File: src/rtl/hilo_unit_if.sv
// HI/LO unit bus: ALU write port, divide request, and the registered HI/LO result with divide status.
// The master side is the ALU/pipeline; the slave side is hilo_unit.
interface hilo_unit_if;
  logic        wr_en;
  logic [63:0] wr_data;
  logic        start_div;
  logic        div_signed;
  logic [31:0] dividend;
  logic [31:0] divisor;
  logic [63:0] hilo_q;
  logic        busy;
  logic        div_done;
  logic        div_by_zero;

  modport master (
    output wr_en, wr_data, start_div, div_signed, dividend, divisor,
    input  hilo_q, busy, div_done, div_by_zero
  );

  modport slave (
    input  wr_en, wr_data, start_div, div_signed, dividend, divisor,
    output hilo_q, busy, div_done, div_by_zero
  );
endinterface

File: src/rtl/hilo_unit.sv
// HI/LO register pair with optional iterative restoring divider, enabled by macro HILO_ITER_DIV_EN.
// Latency: write 1 cycle; divide result lands 34 cycles after the start edge.
// Backpressure: busy stalls the pipeline; wr_en and start_div are dropped while busy.
module hilo_unit (
  input logic        clk_cpu,
  input logic        reset,
  hilo_unit_if.slave bus
);

`ifdef HILO_ITER_DIV_EN
  typedef enum logic [1:0] {
    IDLE = 2'd0,
    CALC = 2'd1,
    FIX  = 2'd2
  } state_e;

  state_e      state_q, state_d;
  logic [63:0] hilo_dat_q, hilo_dat_d;
  logic [31:0] dvd_q, dvd_d;
  logic [31:0] dvs_q, dvs_d;
  logic [31:0] rem_q, rem_d;
  logic [31:0] quo_q, quo_d;
  logic        sgn_dvd_q, sgn_dvd_d;
  logic        sgn_dvs_q, sgn_dvs_d;
  logic        prime_q, prime_d;
  logic [4:0]  cnt_q, cnt_d;
  logic        done_q, done_d;
  logic        dbz_q, dbz_d;

  logic [32:0] shift_rem;
  logic [32:0] trial;
  logic [31:0] quo_fix;
  logic [31:0] rem_fix;

  always_comb begin
    state_d    = state_q;
    hilo_dat_d = hilo_dat_q;
    dvd_d      = dvd_q;
    dvs_d      = dvs_q;
    rem_d      = rem_q;
    quo_d      = quo_q;
    sgn_dvd_d  = sgn_dvd_q;
    sgn_dvs_d  = sgn_dvs_q;
    prime_d    = prime_q;
    cnt_d      = cnt_q;
    done_d     = 1'b0;
    dbz_d      = 1'b0;

    shift_rem = {rem_q, quo_q[31]};
    trial     = shift_rem - {1'b0, dvs_q};
    quo_fix   = (sgn_dvd_q ^ sgn_dvs_q) ? -quo_q : quo_q;
    rem_fix   = sgn_dvd_q ? -rem_q : rem_q;
    // Divide-by-zero returns an all-ones quotient regardless of signs.
    if (dvs_q == '0) begin
      quo_fix = '1;
    end

    case (state_q)
      IDLE: begin
        if (bus.wr_en) begin
          hilo_dat_d = bus.wr_data;
        end
        if (bus.start_div) begin
          sgn_dvd_d = bus.div_signed & bus.dividend[31];
          sgn_dvs_d = bus.div_signed & bus.divisor[31];
          dvd_d     = sgn_dvd_d ? -bus.dividend : bus.dividend;
          dvs_d     = sgn_dvs_d ? -bus.divisor : bus.divisor;
          cnt_d     = '0;
          prime_d   = 1'b1;
          state_d   = CALC;
        end
      end
      CALC: begin
        // First CALC cycle seeds the working registers; the next 32 are the divide steps.
        if (prime_q) begin
          rem_d   = '0;
          quo_d   = dvd_q;
          prime_d = 1'b0;
        end else begin
          if (shift_rem >= {1'b0, dvs_q}) begin
            rem_d = trial[31:0];
            quo_d = {quo_q[30:0], 1'b1};
          end else begin
            rem_d = shift_rem[31:0];
            quo_d = {quo_q[30:0], 1'b0};
          end
          cnt_d = cnt_q + 5'd1;
          if (cnt_q == 5'd31) begin
            state_d = FIX;
          end
        end
      end
      FIX: begin
        hilo_dat_d = {rem_fix, quo_fix};
        done_d     = 1'b1;
        dbz_d      = (dvs_q == '0);
        state_d    = IDLE;
      end
      default: begin
        state_d = IDLE;
      end
    endcase
  end

  always_ff @(posedge clk_cpu or negedge reset) begin
    if (!reset) begin
      state_q    <= IDLE;
      hilo_dat_q <= '0;
      dvd_q      <= '0;
      dvs_q      <= '0;
      rem_q      <= '0;
      quo_q      <= '0;
      sgn_dvd_q  <= 1'b0;
      sgn_dvs_q  <= 1'b0;
      prime_q    <= 1'b0;
      cnt_q      <= '0;
      done_q     <= 1'b0;
      dbz_q      <= 1'b0;
    end else begin
      state_q    <= state_d;
      hilo_dat_q <= hilo_dat_d;
      dvd_q      <= dvd_d;
      dvs_q      <= dvs_d;
      rem_q      <= rem_d;
      quo_q      <= quo_d;
      sgn_dvd_q  <= sgn_dvd_d;
      sgn_dvs_q  <= sgn_dvs_d;
      prime_q    <= prime_d;
      cnt_q      <= cnt_d;
      done_q     <= done_d;
      dbz_q      <= dbz_d;
    end
  end

  assign bus.hilo_q      = hilo_dat_q;
  assign bus.busy        = (state_q != IDLE);
  assign bus.div_done    = done_q;
  assign bus.div_by_zero = dbz_q;

`else
  // The ALU computes div/divu itself in this build, so only the write path remains.
  logic [63:0] hilo_dat_q, hilo_dat_d;
  logic        unused_div_inputs;

  assign unused_div_inputs = ^{bus.start_div, bus.div_signed, bus.dividend, bus.divisor};

  always_comb begin
    hilo_dat_d = hilo_dat_q;
    if (bus.wr_en) begin
      hilo_dat_d = bus.wr_data;
    end
  end

  always_ff @(posedge clk_cpu or negedge reset) begin
    if (!reset) begin
      hilo_dat_q <= '0;
    end else begin
      hilo_dat_q <= hilo_dat_d;
    end
  end

  assign bus.hilo_q      = hilo_dat_q;
  assign bus.busy        = 1'b0;
  assign bus.div_done    = 1'b0;
  assign bus.div_by_zero = 1'b0;
`endif

endmodule

File: src/flat_wrapper.sv
// flat-port wrapper written by rule: the top's interface ports become plain ports
module hilo_unit_flat 
  (clk_cpu, reset, bus_wr_en, bus_wr_data, bus_start_div, bus_div_signed, bus_dividend, bus_divisor, bus_hilo_q, bus_busy, bus_div_done, bus_div_by_zero);
  hilo_unit_if bus_i ();
  input logic clk_cpu;
  input logic reset;
  input wire logic [$bits(bus_i.wr_en)-1:0] bus_wr_en;
  input wire logic [$bits(bus_i.wr_data)-1:0] bus_wr_data;
  input wire logic [$bits(bus_i.start_div)-1:0] bus_start_div;
  input wire logic [$bits(bus_i.div_signed)-1:0] bus_div_signed;
  input wire logic [$bits(bus_i.dividend)-1:0] bus_dividend;
  input wire logic [$bits(bus_i.divisor)-1:0] bus_divisor;
  output wire logic [$bits(bus_i.hilo_q)-1:0] bus_hilo_q;
  output wire logic [$bits(bus_i.busy)-1:0] bus_busy;
  output wire logic [$bits(bus_i.div_done)-1:0] bus_div_done;
  output wire logic [$bits(bus_i.div_by_zero)-1:0] bus_div_by_zero;
  assign bus_i.wr_en = bus_wr_en;
  assign bus_i.wr_data = bus_wr_data;
  assign bus_i.start_div = bus_start_div;
  assign bus_i.div_signed = bus_div_signed;
  assign bus_i.dividend = bus_dividend;
  assign bus_i.divisor = bus_divisor;
  assign bus_hilo_q = bus_i.hilo_q;
  assign bus_busy = bus_i.busy;
  assign bus_div_done = bus_i.div_done;
  assign bus_div_by_zero = bus_i.div_by_zero;
  hilo_unit u_core (.clk_cpu(clk_cpu), .reset(reset), .bus(bus_i));
endmodule
File: config.mk
export PLATFORM = sky130hd
export DESIGN_NAME = hilo_unit_flat
export DESIGN_NICKNAME = d
export VERILOG_FILES = /design/src/rtl/hilo_unit_if.sv /design/src/rtl/hilo_unit.sv /design/src/flat_wrapper.sv
export SDC_FILE = /design/constraint.sdc
export NUM_CORES = 1
export LEC_CHECK = 0
export ABC_AREA = 1
export BUFFER_PORTS_ARGS = -buffer_cell sky130_fd_sc_hd__buf_4
export CORE_UTILIZATION = 30
export CTS_CLUSTER_DIAMETER = 120
export DETAILED_ROUTE_END_ITERATION = 8
export PLACE_DENSITY = 0.66
export SYNTH_ARGS = -nofsm -noshare
export SYNTH_HDL_FRONTEND = slang
export SYNTH_SLANG_ARGS = --single-unit
File: constraint.sdc
create_clock -name clk_cpu -period 0.8 [get_ports clk_cpu]
set_input_delay 0.16 -clock clk_cpu [delete_from_list [all_inputs] [get_ports clk_cpu]]
set_output_delay 0.16 -clock clk_cpu [all_outputs]
set_load 0.05 [all_outputs]
# Word level (Yosys, flattened, before mapping)

Index checks and enable logic that the tools add are counted.

Flip-flop bits (word level): 64
Input bits: 133
Output and inout bits: 67
Logic and storage cells: 1

# Depth between registers and ports, before layout

Gate-level depths: netlist of the first run.

Depth after elaboration: 0
Gate-level depth with buffers: 4
Mapped depth without buffers: 3

# Worst setup path after synthesis of the first run

Ideal clock, no wire load.

Path type: register to register
From: register, netlist name u_core.bus.hilo_q[0]
To: register u_core.hilo_dat_q[0] (netlist: u_core.bus.hilo_q[0])
Library setup time: 0.119 ns
Data arrival time: 0.713 ns
Data required time: 0.681 ns
Slack: -0.032 ns
Stages on the path, launching flop included: 3
Path buffers: 0
Period minus slack after synthesis: 0.832 ns
Cell sequence: dfrtp_1 > nand2_1 > nand2_1

RTL lines:

| element                | RTL line         | text |
|---|---|---|
| end signal: assignment | hilo_unit.sv:158 | `hilo_dat_q <= hilo_dat_d;` |
| end: declaration       | hilo_unit.sv:142 | `logic [63:0] hilo_dat_q, hilo_dat_d;` |

# Final worst setup path of the first run

From: register u_core.hilo_dat_q[9] (netlist: u_core.bus.hilo_q[9])
To: output port bus_hilo_q[9]

RTL lines:

| element          | RTL line           | text |
|---|---|---|
| end: declaration | flat_wrapper.sv:13 | `output wire logic [$bits(bus_i.hilo_q)-1:0] bus_hilo_q;` |

No word-level cell between the ends.

==> results_dict.tcl, run 1 <==
set metrics [dict create \
    hold_depth 3 \
    grt_max_degree 50 \
    vias_per_cell 4.232 \
    avgSynthCellArea_um2 9.023 \
    p_per_area_mw_per_mm2 2258 \
    failed_checks "negative setup slack" \
    num_antenna_cells 0 \
    die_y_um 92.78 \
    worstSetupEndpointType "primary output" \
    dieArea_mm2 0.008608 \
    die_w_um 92.78 \
    fmax_ghz 0.9467 \
    finalHoldViolations 0 \
    worstSetupPathType "reg2out" \
    ys_seq_elements 64 \
    finalInstanceArea_mm2 0.004108 \
    drtAntennaViolNets 0 \
    top_level_ports 200 \
    drc 0 \
    grt.overflow.total 0 \
    drt_pass1_iterations 4 \
    area_delta_synth_final_pct 66.14 \
    nets 543 \
    avgRoutedWirePerCell_um 11.99 \
    fin_skew_ps 0 \
    cts_root_buffer "clkbuf_8" \
    max_cap_violations 0 \
    setup_viol 64 \
    antenna_found_initial 0 \
    largest_reg_flops 64 \
    track_usage_pct 15.17 \
    worstRegToRegCells 3 \
    numPortBuffers 130 \
    vias 2188 \
    yosysWarnings 0 \
    gp_congestion 0.7097 \
    cp-start-kind "flip-flop" \
    grt_pass1_wl_um 10100 \
    synth_cell_types 7 \
    core-area_mm2 0.007848 \
    arrival_ps 900 \
    cts_buffer_depth 2 \
    numCtsBuffers 9 \
    drt_iter0_drc 46 \
    clock_sinks 64 \
    critPathBufInv 1 \
    ir_drop_mv 1.071 \
    critPathMaxFanout 2 \
    start_util_pct 31.51 \
    grt_setup_unrepaired "yes" \
    power.total_mw 9.276 \
    drv_slew 0 \
    crit_family "flip-flops" \
    hold_class "in2reg" \
    setup_slack_ps -256.4 \
    placed_area_mm2 0.003636 \
    p_leak_nw 2.156 \
    max_stage_delay_ps 420 \
    required_ps 640 \
    min_period_over_period_pct 132.0 \
    yosysSeqAreaShare_pct 64.78 \
    run_status "finished with violations" \
    critical-path-slowest-cell "dfrtp_2" \
    grt_pass1_vias 2231 \
    placementRows 32 \
    synth_area_mm2 0.002472 \
    cts_tree "yes" \
    h-tree-depth 3 \
    insertion_delay_ps 320 \
    routed_wl_um 6201 \
    hpwl_um 4281 \
    path_clk_slew_ps 70 \
    fin_crit_ps 1056 \
    drive_above_1_share_pct 52.05 \
    synthCells 274 \
    finalSetupTns_ps -15690 \
    crit_path_cell_trace "buf_6" \
    path_depth 1 \
    ff2ff_setup_slack_ps 70 \
]
-- tightest hold or removal path, cell delays in order --
cell and delay (ps):
buf_4 80, nand2_1 40, nand2_1 50
-- kinds of logic after synthesis --
group	share of synthesized area, %
flip-flops	64.78
buffers and inverters	5.921
AND/OR/NAND/NOR	29.15
other	0.1517
-- per-layer routing --
metal,up-vias,wire length [um],track usage [%]
met3,9,424,5.008
li1,1082,-,-
met1,1021,2556,17.35
met2,76,3123,25.98
met5,-,0,0
met4,0,96,6.154
-- synthesized netlist by cell type --
| master | instances | area [um2] |
|---|---|---|
| nand2_1 | 192 | 720.7 |
| buf_2 | 6 | 30.03 |
| conb_1 | 1 | 3.750 |
| clkbuf_8 | 6 | 82.58 |
| dfrtp_1 | 64 | 1602 |
| buf_4 | 4 | 30.03 |
| inv_2 | 1 | 3.750 |
-- power by group --
group	leakage (nW)	internal, mW	switching [mW]	total, mW
Clock	0.108	1.84	1.14	2.98
Sequential	0.707	3.58	0.214	3.79
Combinational	1.34	0.943	1.56	2.50
-- worst paths after layout --
check	from	endpoint
worst max-delay path	u_core.bus.hilo_q[9]	bus_hilo_q[9]
worst min-delay path	bus_wr_data[60]	u_core.bus.hilo_q[60]
worst max register to register	u_core.bus.hilo_q[61]	u_core.bus.hilo_q[61]
worst min register to register	u_core.bus.hilo_q[38]	u_core.bus.hilo_q[38]
max in group asynchronous	reset	u_core.bus.hilo_q[1]
min in group asynchronous	reset	u_core.bus.hilo_q[24]
-- placed cells by master (no fill, tap or decap) --
cell | synthesis | routed
buf_6 | 0 | 64
nand2_1 | 192 | 192
clkbuf_1 | 0 | 3
clkbuf_8 | 6 | 10
dlygate4sd3_1 | 0 | 1
inv_2 | 1 | 1
buf_12 | 0 | 5
conb_1 | 1 | 3
buf_4 | 4 | 69
clkinv_2 | 0 | 1
dfrtp_2 | 0 | 64
bufinv_16 | 0 | 2
-- area by class of cell --
| type | instances | area [um2] |
|---|---|---|
| clock inverters | 3 | 65.06 |
| multi-input cells | 195 | 732.0 |
| clock buffers | 13 | 148.9 |
| inverters | 1 | 3.754 |
| flip-flops and latches | 64 | 1682 |
| well taps | 102 | 127.6 |
| repair buffers | 139 | 1349 |
| fillers | 738 | 3740 |
-- through the flow --
step                utilization [%]  hold WS (ps)  setup WS (ps)  std cells
floorplan                         -        -135.6          50.11        276
global placement              46.33         138.6         -1.224        499
detailed placement            46.33         144.2         -20.34        499
CTS                           52.25         11.37         -281.0        516
global route                  52.34         11.23         -303.2        517
finish                        52.34         28.57         -256.4        517
-- timing repair --
action / 4_1_cts / 5_1_grt
gates resized for setup: 64 / 0
pin swaps: 0 / 0
hold endpoints to repair: 64 / 0
hold buffers: 1 / 0
endpoints found under the setup margin: 64 / 64
setup buffers: 0 / 1
Power figures use the tool's default switching activity.
==> inputs of run 2 (changes only) <==
--- a/config.mk
+++ b/config.mk
@@ -10,6 +10,7 @@
 export CORE_UTILIZATION = 30
 export CTS_CLUSTER_DIAMETER = 120
 export DETAILED_ROUTE_END_ITERATION = 8
+export GPL_TIMING_DRIVEN = 0
 export PLACE_DENSITY = 0.66
 export SYNTH_ARGS = -nofsm -noshare
 export SYNTH_HDL_FRONTEND = slang
==> results_dict.tcl, run 2 (same netlist as run 1, synthesis figures left out) <==
set metrics [dict create \
    vias_per_cell 4.177 \
    nets 557 \
    seqCellArea_mm2 0.001682 \
    drt_iter0_drc 48 \
    drtAntennaViolNets 0 \
    max_slew_margin_pct 46.88 \
    max_stage_delay_ps 420 \
    crit_path_cell_trace "buf_6" \
    drive_above_1_share_pct 53.85 \
    placementRows 32 \
    arrival_ps 900 \
    hold_class "in2async" \
    numPortBuffers 130 \
    hold_slack_ps -90.67 \
    power.total_mw 8.925 \
    timing.rr.start "u_core.bus.hilo_q[45]" \
    run_status "finished with violations" \
    finalInstanceArea_mm2 0.004140 \
    fmax_ghz 0.9465 \
    utilization_pct 52.76 \
    gp_congestion 0.7107 \
    placed_area_mm2 0.003664 \
    drt_pass1_iterations 4 \
    failed_checks "negative hold slack, negative setup slack" \
    worstSetupPathType "reg2out" \
    core-area_mm2 0.007848 \
    multi_input_area_um2 732.0 \
    critPathMaxFanout 2 \
    cts_root_buffer "clkbuf_8" \
    grt_pass1_wl_um 10370 \
    ff2ff_setup_slack_ps 50 \
    finalHoldViolations 64 \
    grt_pass1_vias 2282 \
    worstSetupEndpointType "primary output" \
    h-tree-depth 3 \
    routed_wl_um 6239 \
    largest_reg_flops 64 \
    max_cap_violations 0 \
    path_clk_slew_ps 70 \
    clock_sinks 64 \
    num_antenna_cells 0 \
    avgRoutedWirePerCell_um 11.75 \
    fillerInstances 747 \
    die_w_um 92.78 \
    critPathBufInv 1 \
    required_ps 640 \
    die_y_um 92.78 \
    start_util_pct 31.51 \
    cts_buffer_depth 2 \
    fin_skew_ps 0 \
    vias 2218 \
    antenna_found_initial 0 \
    final_common_cell "nand2_1" \
    drv_slew 0 \
    grt.overflow.total 0 \
    setup_slack_ps -256.6 \
    area_delta_synth_final_pct 67.46 \
    critical-path-slowest-cell "dfrtp_2" \
    dieArea_mm2 0.008608 \
    track_usage_pct 15.48 \
    r2r-end "u_core.bus.hilo_q[45]" \
    fin_crit_ps 1057 \
    ir_drop_mv 0.9562 \
    cp-start-kind "flip-flop" \
    crit_family "flip-flops" \
    numCtsBuffers 9 \
    setup_viol 64 \
    tightest_slew_ps 796.9 \
    p_leak_nw 2.200 \
    grt_setup_unrepaired "yes" \
    insertion_delay_ps 320 \
    top_level_ports 200 \
    hpwl_um 4291 \
    finalSetupTns_ps -15820 \
    p_per_area_mw_per_mm2 2156 \
    grt_max_degree 65 \
    final_cell_mix "nand2_1, buf_4, dfrtp_2" \
    worstRegToRegCells 3 \
    drc 0 \
    min_period_over_period_pct 132.1 \
    cts_tree "yes" \
]
## run 2: metrics by stage
stage               setup slack, ps  std cells  hold WS [ps]
global route                 -303.4        531        -21.68
floorplan                     50.11        276        -135.6
CTS                          -282.7        525        -54.30
global placement             -106.6        508         304.3
detailed placement           -116.2        508         305.2
finish                       -256.6        531        -90.67
## run 2: how the worst max path moves through the flow
stage / from / end / slack [ps] / cells past startpoint
floorplan: u_core.bus.hilo_q[0] / u_core.bus.hilo_q[0] / 50 / 2
global placement: reset / u_core.bus.hilo_q[51] / -110 / 1
detailed placement: reset / u_core.bus.hilo_q[9] / -120 / 1
CTS: u_core.bus.hilo_q[9] / bus_hilo_q[9] / -280 / 1
global route: u_core.bus.hilo_q[59] / bus_hilo_q[59] / -300 / 1
finish: u_core.bus.hilo_q[10] / bus_hilo_q[10] / -260 / 1
## run 2: cell type report
| class | instances | share of cell area (%) |
|---|---|---|
| flip-flops and latches | 64 | 40.62 |
| plain buffers | 16 | 3.445 |
| repair buffers | 137 | 30.73 |
| inverters | 1 | 0.09066 |
| multi-input cells | 195 | 17.68 |
| clock inverters | 4 | 1.088 |
| well taps | 102 | 3.082 |
| clock buffers | 12 | 3.264 |
## run 2: timing repair
item / in CTS / in global routing
setup endpoints to repair: 64 / 64
setup buffers: 1 / 6
resized for setup: 65 / 0
endpoints found under the hold margin: 64 / 64
## run 2: metal layers
metal | share of wire [%] | track usage, %
met5 | 0 | 0
met3 | 7.6 | 4.516
met2 | 49 | 26.35
met1 | 42 | 18.25
met4 | 1.3 | 6.154
## run 2: report_power, final
group | total, mW | internal, mW | switching, mW
combinational | 2.54 | 0.975 | 1.56
clock | 2.59 | 1.43 | 1.17
sequential | 3.79 | 3.58 | 0.218
total | 8.92 | 5.98 | 2.95
==> inputs of run 3 (changes only) <==
--- a/config.mk
+++ b/config.mk
@@ -7,10 +7,12 @@
 export LEC_CHECK = 0
 export ABC_AREA = 1
 export BUFFER_PORTS_ARGS = -buffer_cell sky130_fd_sc_hd__buf_4
+export CORE_ASPECT_RATIO = 2
 export CORE_UTILIZATION = 30
 export CTS_CLUSTER_DIAMETER = 120
 export DETAILED_ROUTE_END_ITERATION = 8
 export GPL_TIMING_DRIVEN = 0
+export MAX_ROUTING_LAYER = met4
 export PLACE_DENSITY = 0.66
 export SYNTH_ARGS = -nofsm -noshare
 export SYNTH_HDL_FRONTEND = slang
==> results_dict.tcl, run 3 (same netlist as run 1, synthesis figures left out) <==
set metrics [dict create \
    run_status "finished with violations" \
    failed_checks "negative hold slack, negative setup slack" \
    finalHoldViolations 64 \
    setup_slack_ps -257.0 \
    setup_viol 64 \
    num_antenna_cells 0 \
    finalInstanceArea_mm2 0.004245 \
    p_leak_nw 2.243 \
    fillerInstances 731 \
    ir_drop_mv 1.791 \
    vias 2189 \
    die_w_um 66.19 \
    crit_family "flip-flops" \
    final_common_cell "nand2_1" \
    crit_path_cell_trace "buf_8" \
    drtAntennaViolNets 0 \
    hold_class "in2async" \
    vias_per_cell 4.202 \
    cts_tree "yes" \
    numPortBuffers 130 \
    drt_iter0_drc 141 \
    fmax_ghz 0.9461 \
    drc 0 \
    hpwl_um 4842 \
    drt_pass1_iterations 4 \
    routed_wl_um 6664 \
    min_period_over_period_pct 132.1 \
    arrival_ps 900 \
    grt_max_degree 65 \
    placementRows 46 \
    start_util_pct 31.13 \
    grt.overflow.total 0 \
    multi_input_area_um2 732.0 \
    critPathBufInv 1 \
    utilization_pct 53.45 \
    placed_area_mm2 0.003656 \
    critical-path-slowest-cell "dfrtp_2" \
    grt_pass1_wl_um 10220 \
    max_cap_violations 0 \
    h-tree-depth 3 \
    die_y_um 130.4 \
    worstSetupPathType "reg2out" \
    tightest_slew_ps 787.8 \
    antenna_found_initial 0 \
    numCtsBuffers 9 \
    required_ps 640 \
    grt_pass1_vias 2188 \
    hold_slack_ps -88.01 \
    area_delta_synth_final_pct 71.71 \
    worstSetupEndpointType "primary output" \
    nets 553 \
    grt_setup_unrepaired "yes" \
    critPathMaxFanout 2 \
    cts_buffer_depth 2 \
    dieArea_mm2 0.008630 \
    largest_reg_flops 64 \
    track_usage_pct 16.74 \
    insertion_delay_ps 320 \
    drv_slew 0 \
    p_per_area_mw_per_mm2 2460 \
    top_level_ports 200 \
    power.total_mw 10.44 \
    pre_cts_slack_ps -154.8 \
    avgRoutedWirePerCell_um 12.79 \
    gp_congestion 0.6221 \
    final_cell_mix "nand2_1, buf_4, dfrtp_2" \
    seqCellArea_mm2 0.001682 \
    path_clk_slew_ps 50 \
    clock_sinks 64 \
    drive_above_1_share_pct 53.41 \
    cp-start-kind "flip-flop" \
    cts_root_buffer "clkbuf_16" \
    max_stage_delay_ps 420 \
    fin_skew_ps 0 \
    max_slew_margin_pct 47.48 \
    core-area_mm2 0.007943 \
    fin_crit_ps 1057 \
    ff2ff_setup_slack_ps 30 \
]
-- run 3: area by class of cell --
type,count,area share [%]
plain buffers,16,3.360
clock buffers,13,5.894
clock inverters,3,1.533
inverters,1,0.08842
multi-input cells,195,17.24
flip-flops and latches,64,39.61
well taps,96,2.829
repair buffers,133,29.44
-- run 3: through the flow --
step | std cells | setup TNS, ps
2_1_floorplan | 276 | 0
3_3_place_gp | 502 | -9419
3_5_place_dp | 502 | -12120
4_1_cts | 518 | -16290
5_1_grt | 521 | -17090
6_report | 521 | -15440
-- run 3: worst paths after layout --
| check | endpoint | from | cells past startpoint |
|---|---|---|---|
| setup / recovery | bus_hilo_q[32] | u_core.bus.hilo_q[32] | 1 |
| hold / removal | u_core.bus.hilo_q[15] | reset | 1 |
| setup reg to reg | u_core.bus.hilo_q[32] | u_core.bus.hilo_q[32] | 3 |
| hold reg to reg | u_core.bus.hilo_q[30] | u_core.bus.hilo_q[30] | 2 |
| max in group asynchronous | u_core.bus.hilo_q[34] | reset | 1 |
| min in group clk_cpu | u_core.bus.hilo_q[56] | bus_wr_data[56] | 3 |
-- run 3: routing by layer --
layer / vias to the layer above / global-route usage [%] / part of all wire, %
met4: 0 / 9.512 / 2.5
met5: - / - / 0
met3: 12 / 4.167 / 7.4
li1: 1102 / - / -
met1: 961 / 17.51 / 39
met2: 114 / 28.09 / 52
-- run 3: timing repair --
action	in CTS	in global routing
gates resized for setup	64	3
hold endpoints to repair	64	16
buffers inserted	0	3
setup endpoints to repair	64	64
-- run 3: power by group --
| part | switching [mW] | total, mW | leakage, nW | internal (mW) |
|---|---|---|---|---|
| Sequential | 0.222 | 3.80 | 0.707 | 3.58 |
| Clock | 1.30 | 4.11 | 0.154 | 2.81 |
| Combinational | 1.57 | 2.53 | 1.38 | 0.961 |
| Total | 3.09 | 10.4 | 2.24 | 7.35 |
